### src/rtl/ctrl_pkg.sv
// ctrl_pkg: shared states, datapath select codes and RV32I opcodes for the multi-cycle control unit
package ctrl_pkg;
  typedef enum logic [2:0] {S_IDLE, S_FETCH, S_DECODE, S_EXEC, S_MEM, S_WB, S_TRAP} state_t;
  localparam logic [3:0] ALU_ADD  = 4'd0;
  localparam logic [3:0] ALU_SUB  = 4'd1;
  localparam logic [3:0] ALU_SLL  = 4'd2;
  localparam logic [3:0] ALU_SLT  = 4'd3;
  localparam logic [3:0] ALU_SLTU = 4'd4;
  localparam logic [3:0] ALU_XOR  = 4'd5;
  localparam logic [3:0] ALU_SRL  = 4'd6;
  localparam logic [3:0] ALU_SRA  = 4'd7;
  localparam logic [3:0] ALU_OR   = 4'd8;
  localparam logic [3:0] ALU_AND  = 4'd9;
  localparam logic [2:0] IMM_I = 3'd0;
  localparam logic [2:0] IMM_S = 3'd1;
  localparam logic [2:0] IMM_B = 3'd2;
  localparam logic [2:0] IMM_U = 3'd3;
  localparam logic [2:0] IMM_J = 3'd4;
  localparam logic [1:0] WB_MEM = 2'd0;
  localparam logic [1:0] WB_ALU = 2'd1;
  localparam logic [1:0] WB_PC4 = 2'd2;
  localparam logic [1:0] WB_IMM = 2'd3;
  localparam logic [6:0] OP_R      = 7'h33;
  localparam logic [6:0] OP_IMM    = 7'h13;
  localparam logic [6:0] OP_LOAD   = 7'h03;
  localparam logic [6:0] OP_STORE  = 7'h23;
  localparam logic [6:0] OP_BRANCH = 7'h63;
  localparam logic [6:0] OP_JAL    = 7'h6F;
  localparam logic [6:0] OP_JALR   = 7'h67;
  localparam logic [6:0] OP_LUI    = 7'h37;
  localparam logic [6:0] OP_AUIPC  = 7'h17;
  localparam logic [6:0] OP_FENCE  = 7'h0F;
  localparam logic [6:0] OP_SYSTEM = 7'h73;
endpackage

### src/rtl/alu_dec.sv
// alu_dec: maps opcode/funct3/funct7 to the ALU operation and flags illegal encodings
module alu_dec
  import ctrl_pkg::*;
(
  input  logic [6:0] opcode,
  input  logic [2:0] funct3,
  input  logic [6:0] funct7,
  output logic [3:0] alu_sel,
  output logic       illegal
);
  logic r, i, alt, f7_ok, known;
  always_comb begin
    r     = opcode == OP_R;
    i     = opcode == OP_IMM;
    alt   = funct7 == 7'h20;
    f7_ok = alt || funct7 == 7'h00;
    known = opcode inside {OP_R, OP_IMM, OP_LOAD, OP_STORE, OP_BRANCH, OP_JAL, OP_JALR, OP_LUI, OP_AUIPC, OP_FENCE};
    alu_sel = ALU_ADD;
    if (r || i)
      case (funct3)
        3'b000:  alu_sel = (r && alt) ? ALU_SUB : ALU_ADD;
        3'b001:  alu_sel = ALU_SLL;
        3'b010:  alu_sel = ALU_SLT;
        3'b011:  alu_sel = ALU_SLTU;
        3'b100:  alu_sel = ALU_XOR;
        3'b101:  alu_sel = alt ? ALU_SRA : ALU_SRL;
        3'b110:  alu_sel = ALU_OR;
        default: alu_sel = ALU_AND;
      endcase
    // SYSTEM covers ECALL/EBREAK; no CSR support, so the whole opcode traps
    illegal = !known || opcode == OP_SYSTEM
            || (r && (!f7_ok || (alt && funct3 != 3'b000 && funct3 != 3'b101)))
            || (i && funct3[1:0] == 2'b01 && (!f7_ok || (alt && !funct3[2])))
            || (opcode == OP_BRANCH && funct3[2:1] == 2'b01);
  end
endmodule

### src/rtl/multicycle_ctrl.sv
// multicycle_ctrl: RV32I multi-cycle FSM driving datapath selects, ALU op and write enables
module multicycle_ctrl
  import ctrl_pkg::*;
#(
  parameter int ALU_SEL_W = 4
) (
  input  logic                 clk,
  input  logic                 rst_n,
  input  logic [31:0]          inst,
  input  logic                 mem_ready,
  input  logic                 BrEq,
  input  logic                 BrLT,
  output logic                 mem_req,
  output logic                 mem_we,
  output logic                 IRWrite,
  output logic                 PCWrite,
  output logic                 PCSel,
  output logic                 ASel,
  output logic                 BSel,
  output logic [2:0]           ImmSel,
  output logic [ALU_SEL_W-1:0] ALUSel,
  output logic                 BrUn,
  output logic                 RegWEn,
  output logic [1:0]           WBSel,
  output logic                 illegal
);
  state_t state, nxt;
  logic [31:0] ir;
  logic [3:0] dec_sel;
  logic dec_ill, r, ld, st, br, jal, jalr, lui, auipc, fence, act, taken;
  logic unused_ir;
  alu_dec u_dec (
    .opcode (ir[6:0]),
    .funct3 (ir[14:12]),
    .funct7 (ir[31:25]),
    .alu_sel(dec_sel),
    .illegal(dec_ill)
  );
  assign unused_ir = ^{ir[24:15], ir[11:7]};
  always_ff @(posedge clk or negedge rst_n)
    if (!rst_n) begin
      state <= S_IDLE;
      ir    <= 32'h0000_0013;
    end else begin
      state <= nxt;
      if (state == S_FETCH && mem_ready) ir <= inst;
    end
  always_comb begin
    nxt = state;
    case (state)
      S_IDLE:   nxt = S_FETCH;
      S_FETCH:  nxt = mem_ready ? S_DECODE : S_FETCH;
      S_DECODE: nxt = dec_ill ? S_TRAP : S_EXEC;
      S_EXEC:   nxt = br ? S_FETCH : (ld || st) ? S_MEM : S_WB;
      S_MEM:    nxt = !mem_ready ? S_MEM : st ? S_FETCH : S_WB;
      S_WB:     nxt = S_FETCH;
      default:  nxt = S_TRAP;
    endcase
  end
  always_comb begin
    r     = ir[6:0] == OP_R;
    ld    = ir[6:0] == OP_LOAD;
    st    = ir[6:0] == OP_STORE;
    br    = ir[6:0] == OP_BRANCH;
    jal   = ir[6:0] == OP_JAL;
    jalr  = ir[6:0] == OP_JALR;
    lui   = ir[6:0] == OP_LUI;
    auipc = ir[6:0] == OP_AUIPC;
    fence = ir[6:0] == OP_FENCE;
    // selects stay stable through MEM/WB so the address and jump target hold
    act   = state inside {S_EXEC, S_MEM, S_WB};
    taken = ir[12] ^ (ir[14] ? BrLT : BrEq);
    mem_req = state == S_FETCH || state == S_MEM;
    mem_we  = state == S_MEM && st;
    IRWrite = state == S_FETCH && mem_ready;
    ASel    = act && (auipc || br || jal);
    BSel    = act && !r;
    ImmSel  = !act ? IMM_I : st ? IMM_S : br ? IMM_B : (lui || auipc) ? IMM_U : jal ? IMM_J : IMM_I;
    ALUSel  = act ? dec_sel : ALU_ADD;
    BrUn    = act && br && ir[13];
    RegWEn  = state == S_WB && !fence;
    WBSel   = (state != S_WB || ld) ? WB_MEM : lui ? WB_IMM : (jal || jalr) ? WB_PC4 : WB_ALU;
    PCWrite = state == S_WB || (state == S_EXEC && br) || (state == S_MEM && st && mem_ready);
    PCSel   = (state == S_WB && (jal || jalr)) || (state == S_EXEC && br && taken);
    illegal = state == S_TRAP;
  end
endmodule

### config.mk
export PLATFORM = sky130hd
export DESIGN_NAME = multicycle_ctrl
export DESIGN_NICKNAME = d
export VERILOG_FILES = /design/src/rtl/ctrl_pkg.sv /design/src/rtl/alu_dec.sv /design/src/rtl/multicycle_ctrl.sv
export SDC_FILE = /design/constraint.sdc
export NUM_CORES = 1
export LEC_CHECK = 0
export CAP_MARGIN = 20
export CORE_MARGIN = 3
export CORE_UTILIZATION = 45
export CTS_CLUSTER_SIZE = 24
export DETAILED_ROUTE_END_ITERATION = 8
export PLACE_DENSITY = 0.85
export SLEW_MARGIN = 25
export SYNTH_ARGS = -nofsm -noshare
export SYNTH_HDL_FRONTEND = slang
export SYNTH_SLANG_ARGS = --single-unit
### constraint.sdc
create_clock -name clk -period 3.2 [get_ports clk]
set_input_delay 0.64 -clock clk [delete_from_list [all_inputs] [get_ports clk]]
set_output_delay 0.64 -clock clk [all_outputs]
set_load 0.03 [all_outputs]
# --- After elaboration in Yosys (flattened, before gate mapping) ---
# Index checks and enable logic that the tools add are counted.
word_totals:
  in_bits: 37
  output_inout_bits: 19
  elab_cells: 101
  ff_bits: 35
op_classes:
  bitwise: 1
  eq_ne: 28
  reduce_logical: 49
  muxes: 21
ops:
  columns: ["cell", "n"]
  rows:
  - ["$eq A7 B6 Y1 const B", 4]
  - ["$eq A7 B7 Y1 const B", 4]
  - ["$pmux W4 S7", 1]
  - ["$mux W3", 9]
  - ["$logic_and A1 B1 Y1", 19]
  - ["$eq A3 B3 Y1 const B", 6]
  - ["$logic_or A1 B1 Y1", 18]
  - ["$pmux W3 S5", 1]
  - ["$eq A7 B5 Y1 const B", 2]
  - ["$eq A3 B2 Y1 const B", 4]
  - ["$reduce_bool A10 Y1", 1]
  - ["$mux W2", 4]
  - ["$mux W4", 2]
  - ["$eq A7 B2 Y1 const B", 1]
  - ["$eq A7 B4 Y1 const B", 1]
  - ["$logic_not A7 Y1", 1]
  - ["$eq A3 B1 Y1 const B", 2]
  - ["$logic_not A3 Y1", 2]
  - ["$ne A3 B3 Y1 const B", 2]
  - ["$reduce_bool A3 Y1", 2]
  - ["$logic_not A1 Y1", 5]
  - ["$eq A2 B1 Y1 const B", 2]
  - ["$mux W1", 4]
  - ["$reduce_or A2 Y1", 1]
  - ["$xor A1 B1 Y1", 1]

# --- Logic depth before layout (Yosys ltp) ---
# Gate-level depths: netlist of run 1.
depth:
  word_depth: 10
  ltp_mapped: 6
  depth_no_buf: 5

# --- Hierarchy ---
# A second synthesis of run 1 with hierarchy kept.
unflattened:
  hier_cells: 146
  hier_area_um2: 1438.9
by_module_without_submodules:
  columns: ["mod", "cells_per_inst", "area_each_um2", "instances", "seq_area_each_um2"]
  rows:
  - ["multicycle_ctrl", 112, 1203.7, 1, 504.2]
  - ["alu_dec", 34, 235.2, 1, 0.0]

# --- Worst setup path after synthesis of run 1 ---
# Ideal clock, no wire load.
synth_path:
  path_kind: "register to output"
  start: "register ir[1]"
  end: "output port ALUSel[3]"
  arrival_ps: 1848
  path_stages_with_launch: 4
  path_slack_ps: 712
  path_cell_list: "dfstp_2 > and4bb_2 > nand2_1 > nor4_1"
synth_via:
  elab_chain_len: 4
  word_cells_on_any_way: 5
  classes_between: "2 x eq/ne; 2 x mux; 1 x reduce/logical"
synth_lines:
  columns: ["item", "line", "rtl"]
  rows:
  - ["start: declaration", "multicycle_ctrl.sv:28", "logic [31:0] ir;"]
  - ["start signal: assignment", "multicycle_ctrl.sv:46", "if (state == S_FETCH && mem_ready) ir <= inst;"]
  - ["$eq A7 B6 Y1 or $eq A7 B5 Y1 (tied branches)", "alu_dec.sv:13, alu_dec.sv:14", null]
  - ["$logic_or A1 B1 Y1 (*)", "alu_dec.sv:19", "if (r || i)"]
  - ["$mux W4 (*)", "alu_dec.sv:19", null]
  - ["$mux W4 (*)", "multicycle_ctrl.sv:79", "ALUSel = act ? dec_sel : ALU_ADD;"]
  - ["end: declaration", "multicycle_ctrl.sv:21", "output logic [ALU_SEL_W-1:0] ALUSel,"]
# Mark *: on every way between the ends. The rest lies on a longest branch, timed or not.

# --- Worst setup path after layout of run 1 ---
layout_path:
  start: "register state[1]"
  end: "output port ImmSel[2]"
layout_via:
  elab_chain_len: 3
  word_cells_on_any_way: 5
  classes_between: "3 x eq/ne; 1 x mux; 1 x reduce/logical"
layout_lines:
  columns: ["item", "line", "rtl"]
  rows:
  - ["start: declaration", "multicycle_ctrl.sv:27", "state_t state, nxt;"]
  - ["start signal: assignment", "multicycle_ctrl.sv:45", "state <= nxt;"]
  - ["$eq A3 B2 Y1 or $eq A3 B3 Y1 (tied branches)", "multicycle_ctrl.sv:71", "act = state inside {S_EXEC, S_MEM, S_WB};"]
  - ["$reduce_bool A3 Y1 (*)", "multicycle_ctrl.sv:71", null]
  - ["$mux W3 (*)", "multicycle_ctrl.sv:78", "ImmSel = !act ? IMM_I : st ? IMM_S : br ? IMM_B : (lui || auipc) ? IMM_U : jal ? IMM_J : IMM_I;"]
  - ["end: declaration", "multicycle_ctrl.sv:20", "output logic [2:0] ImmSel,"]
# Marked as above.

==> results of run 1 <==
[final timing paths]
path                             end  slack [ps]  cells past startpoint
max reg2reg                 state[0]        1300                      5
max                        ImmSel[2]         200                      5
min reg2reg                   ir[28]         510                      1
max in group asynchronous      ir[6]        1800                      1
min in group asynchronous     ir[14]         840                      1
min                           ir[28]         510                      1
[registers in the layout, summed over array words and instances, names as in the netlist]
name	flops
ir	17
state	3
[where the power goes]
group / switching (mW) / internal, mW / total [mW] / leakage (nW)
combinational: 0.392 / 0.338 / 0.730 / 0.457
clock: 0.0750 / 0.0485 / 0.124 / 0.0150
sequential: 0.200 / 0.392 / 0.591 / 0.236
total: 0.667 / 0.778 / 1.45 / 0.709
[critical path, cell delays in order (launching register included)]
cell                              delay (ps)
sky130_fd_sc_hd__dfrtp_1                 540
sky130_fd_sc_hd__nor2b_1                 250
sky130_fd_sc_hd__a21oi_1                 120
sky130_fd_sc_hd__buf_4                   200
sky130_fd_sc_hd__nor3b_1                 230
sky130_fd_sc_hd__clkdlybuf4s50_1         730
[routing by layer]
layer | part of all wire (%) | global-route usage, % | wire length (µm) | vias up
met1 | 40 | 24.6 | 1330 | 611
met2 | 50 | 36.9 | 1680 | 64
met4 | 2.3 | 7.28 | 79 | 0
met3 | 8.3 | 2.40 | 279 | 12
li1 | - | - | - | 610
met5 | 0 | 0 | 0 | -
[layout by cell type, fill, tap and decap left out, drive strengths merged, types with 2 or more instances in the layout]
cell type / count
clkbuf: 4
and3: 5
a31oi: 2
dfrtp: 17
nor2: 10
inv: 6
buf: 3
nand3: 2
nand2b: 3
o2111ai: 2
and2: 4
o21ai: 10
a21oi: 7
clkdlybuf4s50: 36
nor4: 2
nand2: 21
mux2: 11
nor2b: 5
a211oi: 2
o311ai: 2
nor3: 8
dfstp: 3
dlymetal6s2s: 2
nor3b: 2
[cell type report]
type	instances	area (µm²)	share of cell area, %
Clock buffer	4	26.3	1.51
Inverter	6	22.5	1.30
Timing Repair Buffer	42	417	24.0
Multi-Input combinational cell	114	731	42.0
Sequential cell	20	504	29.0
Tap cell	30	37.5	2.16
[metrics by stage]
stage | setup WS, ps | cells | utilization, %
final | 198 | 216 | 66.5
after global routing | 36.7 | 216 | 66.5
after CTS | 13.3 | 216 | 66.2
after detailed placement | 216 | 212 | 65.3
after global placement | 260 | 212 | 65.3
after floorplan | 712 | 148 | -
[logic make-up after synthesis]
group,Yosys count
multiplexers,12
flip-flops,20
buffers and inverters,14
XOR/XNOR,1
AO/OA/AOI/OAI,35
AND/OR/NAND/NOR,66
==> results.md, run 1 <==
| Metric | Reported |
| --- | --- |
| Via count of the first global-routing pass | 1,244 |
| DRC violations left | 0 |
| Post-route cell area | 0.00174 mm² |
| Worst-skew pair later-pin latency | 300 ps |
| Worst vdd ir | 0.577 mV |
| Count of input and output buffers | 40 |
| Reported max-cap violation count | 0 |
| Critical path launch point type | register |
| Distinct cell type count of the synthesized netlist | 41 |
| Share of the synthesized netlist area taken by xor and xnor gates | 0.676% |
| Cell type with the highest aggregate area in the netlist | sky130_fd_sc_hd__dfrtp_1 |
| Final GP Congestion | 0.950 |
| Origin of the worst min-delay path | ir[28] |
| Number of enable flip-flop cells after synthesis | 0 |
| Estimated wirelength of the detail-placed design | 2.56 mm |
| Run status | complete, no violations |
| Synth Register Bits | 20 |
| Worst Path Max Fanout | 13 |
| Warnings from Yosys | 0 |
| Die boundary height | 59.6 µm |
| Prevailing post-synth register cell | sky130_fd_sc_hd__dfrtp_1 |
| CTS sink count | 20 |
| Power per standard cell area | 831 mW/mm² |
| Crit path time final | 3000 ps |
| Number of antenna violations at the first check in global routing | 0 |
| Asr flop ratio synth | 100% |
| Starting density of the core | 49.6% |
| Die Wd | 59.6 µm |
| Standby leakage power | 0.709 nW |
| Placeable Area | 0.00261 mm² |
| Top-level I/O count | 56 |
| Source of the worst register-to-register timing path | ir[5] |
| Net Count, Synth | 185 |
| Max-slew violation count | 0 |
| Tightest Hold Check Type | reg -> reg |
| Aggregate negative setup slack | 0 ps |
| Final-report setup violation count | 0 |
| Area of the die | 0.00356 mm² |
| Area of the mapped netlist | 0.00129 mm² |
| Crit path arrival time | 2360 ps |
| Crit end category | output pin |
| Final antenna diode count | 0 |
| Post-CTS setup buffer count | 0 |
| Share of layout cells above drive strength 1 | 13.4% |
| RSZ-0062 raised after global routing | no |
| Synth top area share | 32.9% |
| Synthesized-area fraction occupied by adder cells | 0% |
| # rows | 18 |
| Post_cts resized | 1 |
| Detail-routed net length per standard cell | 15.6 µm |
| Required arrival time at the worst endpoint | 2560 ps |
| Final clock skew | 6.35 ps |
| Total via count in the routed design | 1,297 |
| Number of fill cells | 243 |
| Synth cell count leaders | 21 x sky130_fd_sc_hd__nand2_1, 17 x sky130_fd_sc_hd__dfrtp_1, 11 x sky130_fd_sc_hd__mux2_2 |
| Share of synthesized area occupied by flip-flops and latches | 38.9% |
| Worst hold slack after final layout | 510 ps |
| Global-route wire length before repair | 5.55 mm |
| Post-synthesis mux area share | 10.3% |
| Worst Path Class, Setup | reg -> out |
| Overall track demand over capacity in global routing | 20.4% |
| Aggregate global routing overflow | 0 |
| Final number of hold-violating endpoints | 0 |
| Area growth from synthesis to layout | 34.2% |
| Post-Synthesis Mean Instance Area | 8.75 µm² |
| Post-synthesis compound-gate area fraction | 17.8% |
| Hold bufs inserted after CTS | 0 |
| Max transition margin | 39.0% |
| TritonCTS clock tree | yes |
| Final clock period utilization by the worst path | 93.8% |
| Number of clock buffers inserted by TritonCTS | 3 |
| Number of buffers between clock root and the deepest sink | 2 |
| Maximum number of pins on one net before global-route repair | 25 |
| H-tree levels | 1 |
| Post-synthesis simple-gate area fraction | 27.4% |
| First DRT Iteration DRCs | 89 |
| Largest cells by area after synthesis | sky130_fd_sc_hd__dfrtp_1 33%, sky130_fd_sc_hd__mux2_2 9.6%, sky130_fd_sc_hd__dfstp_2 6.1% |
| Cell with the most instances after synthesis | sky130_fd_sc_hd__nand2_1 |
| Wire length after detailed routing | 3.37 mm |
| Pin slew with the least headroom to its limit | 912 ps |
| Number of nets with antenna violations after detailed routing | 0 |
| Placed cell area | 0.00171 mm² |
| Crit. Startpoint | state[1] |
| Synth Instances | 148 |
| Combinational family with the most area after synthesis | simple AND/OR/NAND/NOR gates |
| Via density per instance | 6.00 |
| Clock root buffer master | sky130_fd_sc_hd__clkbuf_4 |
| Worst-path clk slew | 110 ps |
| Achievable frequency | 333 MHz |
| Net total in the final layout | 224 |
| PnR Total Power | 1.45 mW |
| First-pass iteration count of the detailed router | 5 |
Power figures use the tool's default switching activity.
==> run 2: changes to the inputs <==
--- a/config.mk
+++ b/config.mk
@@ -5,12 +5,14 @@
 export SDC_FILE = /design/constraint.sdc
 export NUM_CORES = 1
 export LEC_CHECK = 0
+export ABC_CLOCK_PERIOD_IN_PS = 3200
 export CAP_MARGIN = 20
 export CORE_MARGIN = 3
 export CORE_UTILIZATION = 45
 export CTS_CLUSTER_SIZE = 24
 export DETAILED_ROUTE_END_ITERATION = 8
 export PLACE_DENSITY = 0.85
+export SKIP_CTS_REPAIR_TIMING = 1
 export SLEW_MARGIN = 25
 export SYNTH_ARGS = -nofsm -noshare
 export SYNTH_HDL_FRONTEND = slang
==> results.md, run 2 (same netlist as run 1, synthesis figures left out) <==
| Metric | Reported | vs previous |
| --- | --- | --- |
| Pin slew with the least headroom to its limit | 909 ps | was 912 ps |
| Worst hold slack after final layout | 510 ps | unchanged |
| Maximum number of pins on one net before global-route repair | 25 | unchanged |
| Die Wd | 59.6 µm | unchanged |
| TritonCTS clock tree | yes | unchanged |
| Largest regs | ir x17, state x3 | unchanged |
| Crit path arrival time | 2380 ps | was 2360 ps |
| DRC violations left | 0 | unchanged |
| # rows | 18 | unchanged |
| Worst Path Class, Setup | reg -> out | unchanged |
| Max-slew violation count | 0 | unchanged |
| Crit path time final | 3020 ps | was 3000 ps |
| M2 GR Usage | 36.9% | unchanged |
| First DRT Iteration DRCs | 81 | was 89 |
| Number of clock buffers inserted by TritonCTS | 3 | unchanged |
| Final-report setup violation count | 0 | unchanged |
| Crit end category | output pin | unchanged |
| Overall track demand over capacity in global routing | 20.4% | unchanged |
| Top library cells by usage in the layout, fill and taps aside | 36 x sky130_fd_sc_hd__clkdlybuf4s50_1, 21 x sky130_fd_sc_hd__nand2_1, 17 x sky130_fd_sc_hd__dfrtp_1 | unchanged |
| Placed Cells incl. Taps | 212 | unchanged |
| Placed cell area | 0.00171 mm² | unchanged |
| Met3 layer usage reported by global route | 2.40% | unchanged |
| Total via count in the routed design | 1,286 | was 1,297 |
| Run status | complete, no violations | unchanged |
| Post-route cell area | 0.00174 mm² | about the same |
| M1 GR Usage | 24.6% | unchanged |
| Most common library cell in the layout ignoring fill and taps | sky130_fd_sc_hd__clkdlybuf4s50_1 | unchanged |
| Worst-path clk slew | 110 ps | about the same |
| Starting density of the core | 49.6% | unchanged |
| H-tree levels | 1 | unchanged |
| Area growth from synthesis to layout | 34.5% | was 34.2% |
| Via density per instance | 5.95 | was 6.00 |
| Tightest Hold Check Type | reg -> reg | unchanged |
| Count of input and output buffers | 40 | unchanged |
| Count of non-filler cells in the finished layout | 216 | unchanged |
| Aggregate negative setup slack | 0 ps | unchanged |
| Wire length after detailed routing | 3.37 mm | about the same |
| Worst Setup Slack post-DPL | 216 ps | unchanged |
| Clock root buffer master | sky130_fd_sc_hd__clkbuf_4 | unchanged |
| Number of nets with antenna violations after detailed routing | 0 | unchanged |
| Final clock period utilization by the worst path | 94.5% | was 93.8% |
| Worst vdd ir | 0.577 mV | about the same |
| Max transition margin | 39.2% | was 39.0% |
| Achievable frequency | 331 MHz | was 333 MHz |
| Aggregate global routing overflow | 0 | unchanged |
| Die boundary height | 59.6 µm | unchanged |
| Standby leakage power | 0.722 nW | was 0.709 nW |
| Required arrival time at the worst endpoint | 2560 ps | about the same |
| Detail-routed net length per standard cell | 15.6 µm | about the same |
| Biggest register | ir | unchanged |
| Share of layout cells above drive strength 1 | 13.4% | unchanged |
| Number of buffers between clock root and the deepest sink | 2 | unchanged |
| Final GP Congestion | 0.950 | unchanged |
| Worst Path Max Fanout | 7 | was 13 |
| Setup ws final | 177 ps | was 198 ps |
| Global-route wire length before repair | 5.55 mm | unchanged |
| Most Used Layer, Global Route | met2 | unchanged |
| Top-level I/O count | 56 | unchanged |
| Worst-skew pair later-pin latency | 300 ps | about the same |
| First-pass iteration count of the detailed router | 4 | was 5 |
| Via count of the first global-routing pass | 1,244 | unchanged |
| Final clock skew | 6.32 ps | was 6.35 ps |
| Critical path launch point type | register | unchanged |
| Number of antenna violations at the first check in global routing | 0 | unchanged |
| Final antenna diode count | 0 | unchanged |
| Max reg flops | 17 | unchanged |
| Area of the die | 0.00356 mm² | unchanged |
| Final number of hold-violating endpoints | 0 | unchanged |
| RSZ-0062 raised after global routing | no | unchanged |
| Power per standard cell area | 830 mW/mm² | was 831 mW/mm² |
| Net total in the final layout | 224 | unchanged |
| CTS sink count | 20 | unchanged |
| Estimated wirelength of the detail-placed design | 2.56 mm | unchanged |
| Reported max-cap violation count | 0 | unchanged |
| Placeable Area | 0.00261 mm² | unchanged |
[run 2: report_power, final]
group / switching (mW) / leakage [nW] / internal, mW / total (mW)
logic: 0.392 / 0.471 / 0.338 / 0.730
registers: 0.200 / 0.236 / 0.392 / 0.592
clock network: 0.0749 / 0.0150 / 0.0485 / 0.123
total: 0.667 / 0.722 / 0.778 / 1.44
[run 2: metal layers]
metal  up-vias  share of wire, %
li1        609                 -
met3         6               8.3
met2        67                51
met1       604                40
met5         -                 0
met4         0               1.4
[run 2: metrics by stage]
| step | utilization (%) | power, mW |
|---|---|---|
| global placement | 65.3 | 1.27 |
| finish | 66.7 | 1.44 |
| detailed placement | 65.3 | 1.31 |
| global route | 66.7 | 1.56 |
| CTS | 66.3 | 1.44 |
| floorplan | - | 1.08 |
[run 2: area by class of cell]
class | instances | area (µm²)
Fill cell | 241 | 871
Multi-Input combinational cell | 114 | 731
Sequential cell | 20 | 504
Inverter | 6 | 22.5
Timing Repair Buffer | 42 | 420
Clock buffer | 4 | 26.3
Tap cell | 30 | 37.5
[run 2: worst max-delay path: stages (launching register included)]
cell and delay [ps]:
sky130_fd_sc_hd__dfstp_2 560, sky130_fd_sc_hd__and4bb_2 320, sky130_fd_sc_hd__nand2_1 110, sky130_fd_sc_hd__nor2_1 210, sky130_fd_sc_hd__and2_1 190, sky130_fd_sc_hd__clkdlybuf4s50_1 700
[run 2: path summary, 6_finish.rpt]
| path | endpoint | slack [ps] | start | depth (start not counted) |
|---|---|---|---|---|
| worst max-delay path | ALUSel[2] | 180 | ir[1] | 5 |
| worst min-delay path | ir[28] | 510 | ir[28] | 1 |
| worst max register to register | state[0] | 1300 | ir[5] | 5 |
| worst min register to register | ir[28] | 510 | ir[28] | 1 |
| max in group asynchronous | ir[6] | 1800 | rst_n | 1 |
| min in group asynchronous | ir[14] | 840 | rst_n | 1 |
==> run 3: changes to the inputs <==
--- a/config.mk
+++ b/config.mk
@@ -12,8 +12,8 @@
 export CTS_CLUSTER_SIZE = 24
 export DETAILED_ROUTE_END_ITERATION = 8
 export PLACE_DENSITY = 0.85
+export SETUP_SLACK_MARGIN = 0.2
 export SKIP_CTS_REPAIR_TIMING = 1
-export SLEW_MARGIN = 25
 export SYNTH_ARGS = -nofsm -noshare
 export SYNTH_HDL_FRONTEND = slang
 export SYNTH_SLANG_ARGS = --single-unit
==> results.md, run 3 (same netlist as run 1, synthesis figures left out) <==
| Metric | Reported | vs previous |
| --- | --- | --- |
| Run status | complete, no violations | unchanged |
| Final number of hold-violating endpoints | 0 | unchanged |
| CP delay by family, top | buffers and inverters | was simple AND/OR/NAND/NOR gates |
| Max reg flops | 17 | unchanged |
| Top library cells by usage in the layout, fill and taps aside | 27 x sky130_fd_sc_hd__clkdlybuf4s50_1, 21 x sky130_fd_sc_hd__nand2_1, 16 x sky130_fd_sc_hd__dfrtp_1 | was 36 x sky130_fd_sc_hd__clkdlybuf4s50_1, 21 x sky130_fd_sc_hd__nand2_1, 17 x sky130_fd_sc_hd__dfrtp_1 |
| Crit end category | output pin | unchanged |
| Worst Path Max Fanout | 13 | was 7 |
| Area growth from synthesis to layout | 36.3% | was 34.5% |
| Reported max-cap violation count | 0 | unchanged |
| Cell chain of the critical path | nor2b_1, a21oi_1, buf_4, nor3_1, clkdlybuf4s50_1 | was and4bb_2, nand2_1, nor2_1, and2_1, clkdlybuf4s50_1 |
| CTS sink count | 20 | unchanged |
| Via density per instance | 5.92 | was 5.95 |
| Wire length after detailed routing | 3.34 mm | was 3.37 mm |
| RSZ-0062 raised after global routing | no | unchanged |
| Crit path time final | 2870 ps | was 3020 ps |
| Overall track demand over capacity in global routing | 20.4% | unchanged |
| H-tree levels | 1 | unchanged |
| Biggest register | ir | unchanged |
| Number of antenna violations at the first check in global routing | 0 | unchanged |
| Via count of the first global-routing pass | 1,244 | unchanged |
| Top-level I/O count | 56 | unchanged |
| Setup ws final | 331 ps | was 177 ps |
| # rows | 18 | unchanged |
| Final antenna diode count | 0 | unchanged |
| TritonCTS clock tree | yes | unchanged |
| DRC violations left | 0 | unchanged |
| Die Wd | 59.6 µm | unchanged |
| Critical-path top delay cell | sky130_fd_sc_hd__clkdlybuf4s50_1 | unchanged |
| Number of buffers between clock root and the deepest sink | 2 | unchanged |
| Number of nets with antenna violations after detailed routing | 0 | unchanged |
| Estimated wirelength of the detail-placed design | 2.56 mm | unchanged |
| Total via count in the routed design | 1,279 | was 1,286 |
| Achievable frequency | 349 MHz | was 331 MHz |
| Internal Power | 778 µW | about the same |
| Share of layout cells above drive strength 1 | 14.0% | was 13.4% |
| Die boundary height | 59.6 µm | unchanged |
| Global-route wire length before repair | 5.55 mm | unchanged |
| Final clock period utilization by the worst path | 89.7% | was 94.5% |
| Longest individual stage delay on the worst path | 700 ps | about the same |
| Area of the die | 0.00356 mm² | unchanged |
| Sequential group share of total power | 40.9% | about the same |
| First-pass iteration count of the detailed router | 4 | unchanged |
| Final clock skew | 1.13 ps | was 6.32 ps |
| Count of non-filler cells in the finished layout | 216 | unchanged |
| Maximum number of pins on one net before global-route repair | 25 | unchanged |
| Power dissipated by switching net loads | 663 µW | was 667 µW |
| Worst vdd ir | 0.579 mV | was 0.577 mV |
| Relative contribution of the clock network to total power | 8.8% | was 8.5% |
| Switching fraction of total power | 46.0% | was 46.1% |
| Number of buffer and inverter stages on the critical path | 2 | was 1 |
| Worst-path clk slew | 110 ps | about the same |
| Max-slew violation count | 0 | unchanged |
| Starting density of the core | 49.6% | unchanged |
| Number of clock buffers inserted by TritonCTS | 3 | unchanged |
| Pin slew with the least headroom to its limit | 900 ps | was 909 ps |
| Net total in the final layout | 224 | unchanged |
| Crit path arrival time | 2230 ps | was 2380 ps |
| Aggregate global routing overflow | 0 | unchanged |
| Standby leakage power | 0.887 nW | was 0.722 nW |
| Worst-skew pair later-pin latency | 300 ps | about the same |
| Final GP Congestion | 0.950 | unchanged |
| Combinational share of power | 50.4% | was 50.5% |
| First DRT Iteration DRCs | 90 | was 81 |
| Clock root buffer master | sky130_fd_sc_hd__clkbuf_4 | unchanged |
| Detail-routed net length per standard cell | 15.5 µm | was 15.6 µm |
| Most common library cell in the layout ignoring fill and taps | sky130_fd_sc_hd__clkdlybuf4s50_1 | unchanged |
| Critical path launch point type | register | unchanged |
| Largest regs | ir x17, state x3 | unchanged |
| Required arrival time at the worst endpoint | 2560 ps | about the same |
| Placed Cells incl. Taps | 212 | unchanged |
| Worst Path Class, Setup | reg -> out | unchanged |
| Tightest Hold Check Type | reg -> reg | unchanged |
| Power per standard cell area | 816 mW/mm² | was 830 mW/mm² |
| Count of input and output buffers | 40 | unchanged |
| Final-report setup violation count | 0 | unchanged |
| Worst Setup Slack post-DPL | 216 ps | unchanged |
| Placeable Area | 0.00261 mm² | unchanged |
| Max transition margin | 39.8% | was 39.2% |
[run 3: changes by cell type in the layout (fill, tap and decap cells not counted), sizes merged]
cell / change
clkdlybuf4s50: -9
dlymetal6s2s: +9
[run 3: cell type report]
type	instances	area [µm²]
clock buffer	4	26.3
tap	30	37.5
fill	236	847
timing repair buffer	42	443
inverter	6	22.5
multi-input combinational	114	731
sequential	20	505
[run 3: power groups by stage]
| stage | Sequential, mW | Clock [mW] | Combinational, mW |
|---|---|---|---|
| detailed placement | 0.586 | 0 | 0.725 |
| CTS | 0.581 | 0.131 | 0.729 |
| finish | 0.589 | 0.126 | 0.726 |
| global placement | 0.571 | 0 | 0.695 |
| global route | 0.618 | 0.141 | 0.798 |
| floorplan | 0.482 | 0 | 0.599 |
[run 3: worst reg2reg max path, stage by stage, from the launching register on]
cell	delay [ps]
sky130_fd_sc_hd__dfrtp_1	600
sky130_fd_sc_hd__or4b_1	500
sky130_fd_sc_hd__o311ai_1	120
sky130_fd_sc_hd__a211oi_1	170
sky130_fd_sc_hd__o311ai_1	260
sky130_fd_sc_hd__o211a_1	180
[run 3: worst paths after layout]
kind                            startpoint  cells past startpoint  slack (ps)       end
min in group asynchronous            rst_n                      1         830  state[0]
worst max-delay path              state[1]                      5         330      BrUn
worst min register to register      ir[28]                      1         510    ir[28]
worst max register to register       ir[5]                      5        1320  state[0]
worst min-delay path                ir[28]                      1         510    ir[28]
max in group asynchronous            rst_n                      1        1760  state[2]
[run 3: metrics by stage]
stage | instance area, µm² | hold WS, ps | power (mW) | TNS (ps) | util [%]
final | 1770 | 510 | 1.44 | 0 | 67.6
after global routing | 1770 | 544 | 1.56 | 0 | 67.6
after CTS | 1730 | 515 | 1.44 | -6.09 | 66.3
after detailed placement | 1710 | 489 | 1.31 | 0 | 65.3
after global placement | 1710 | 484 | 1.27 | 0 | 65.3
after floorplan | 1290 | 344 | 1.08 | 0 | -
[run 3: layer usage]
layer	GRT usage [%]	up-vias	share of wire [%]
li1	-	611	-
met1	24.6	590	40
met2	36.9	66	50
met3	2.40	12	8.2
met4	7.28	0	2.5
met5	0	-	0
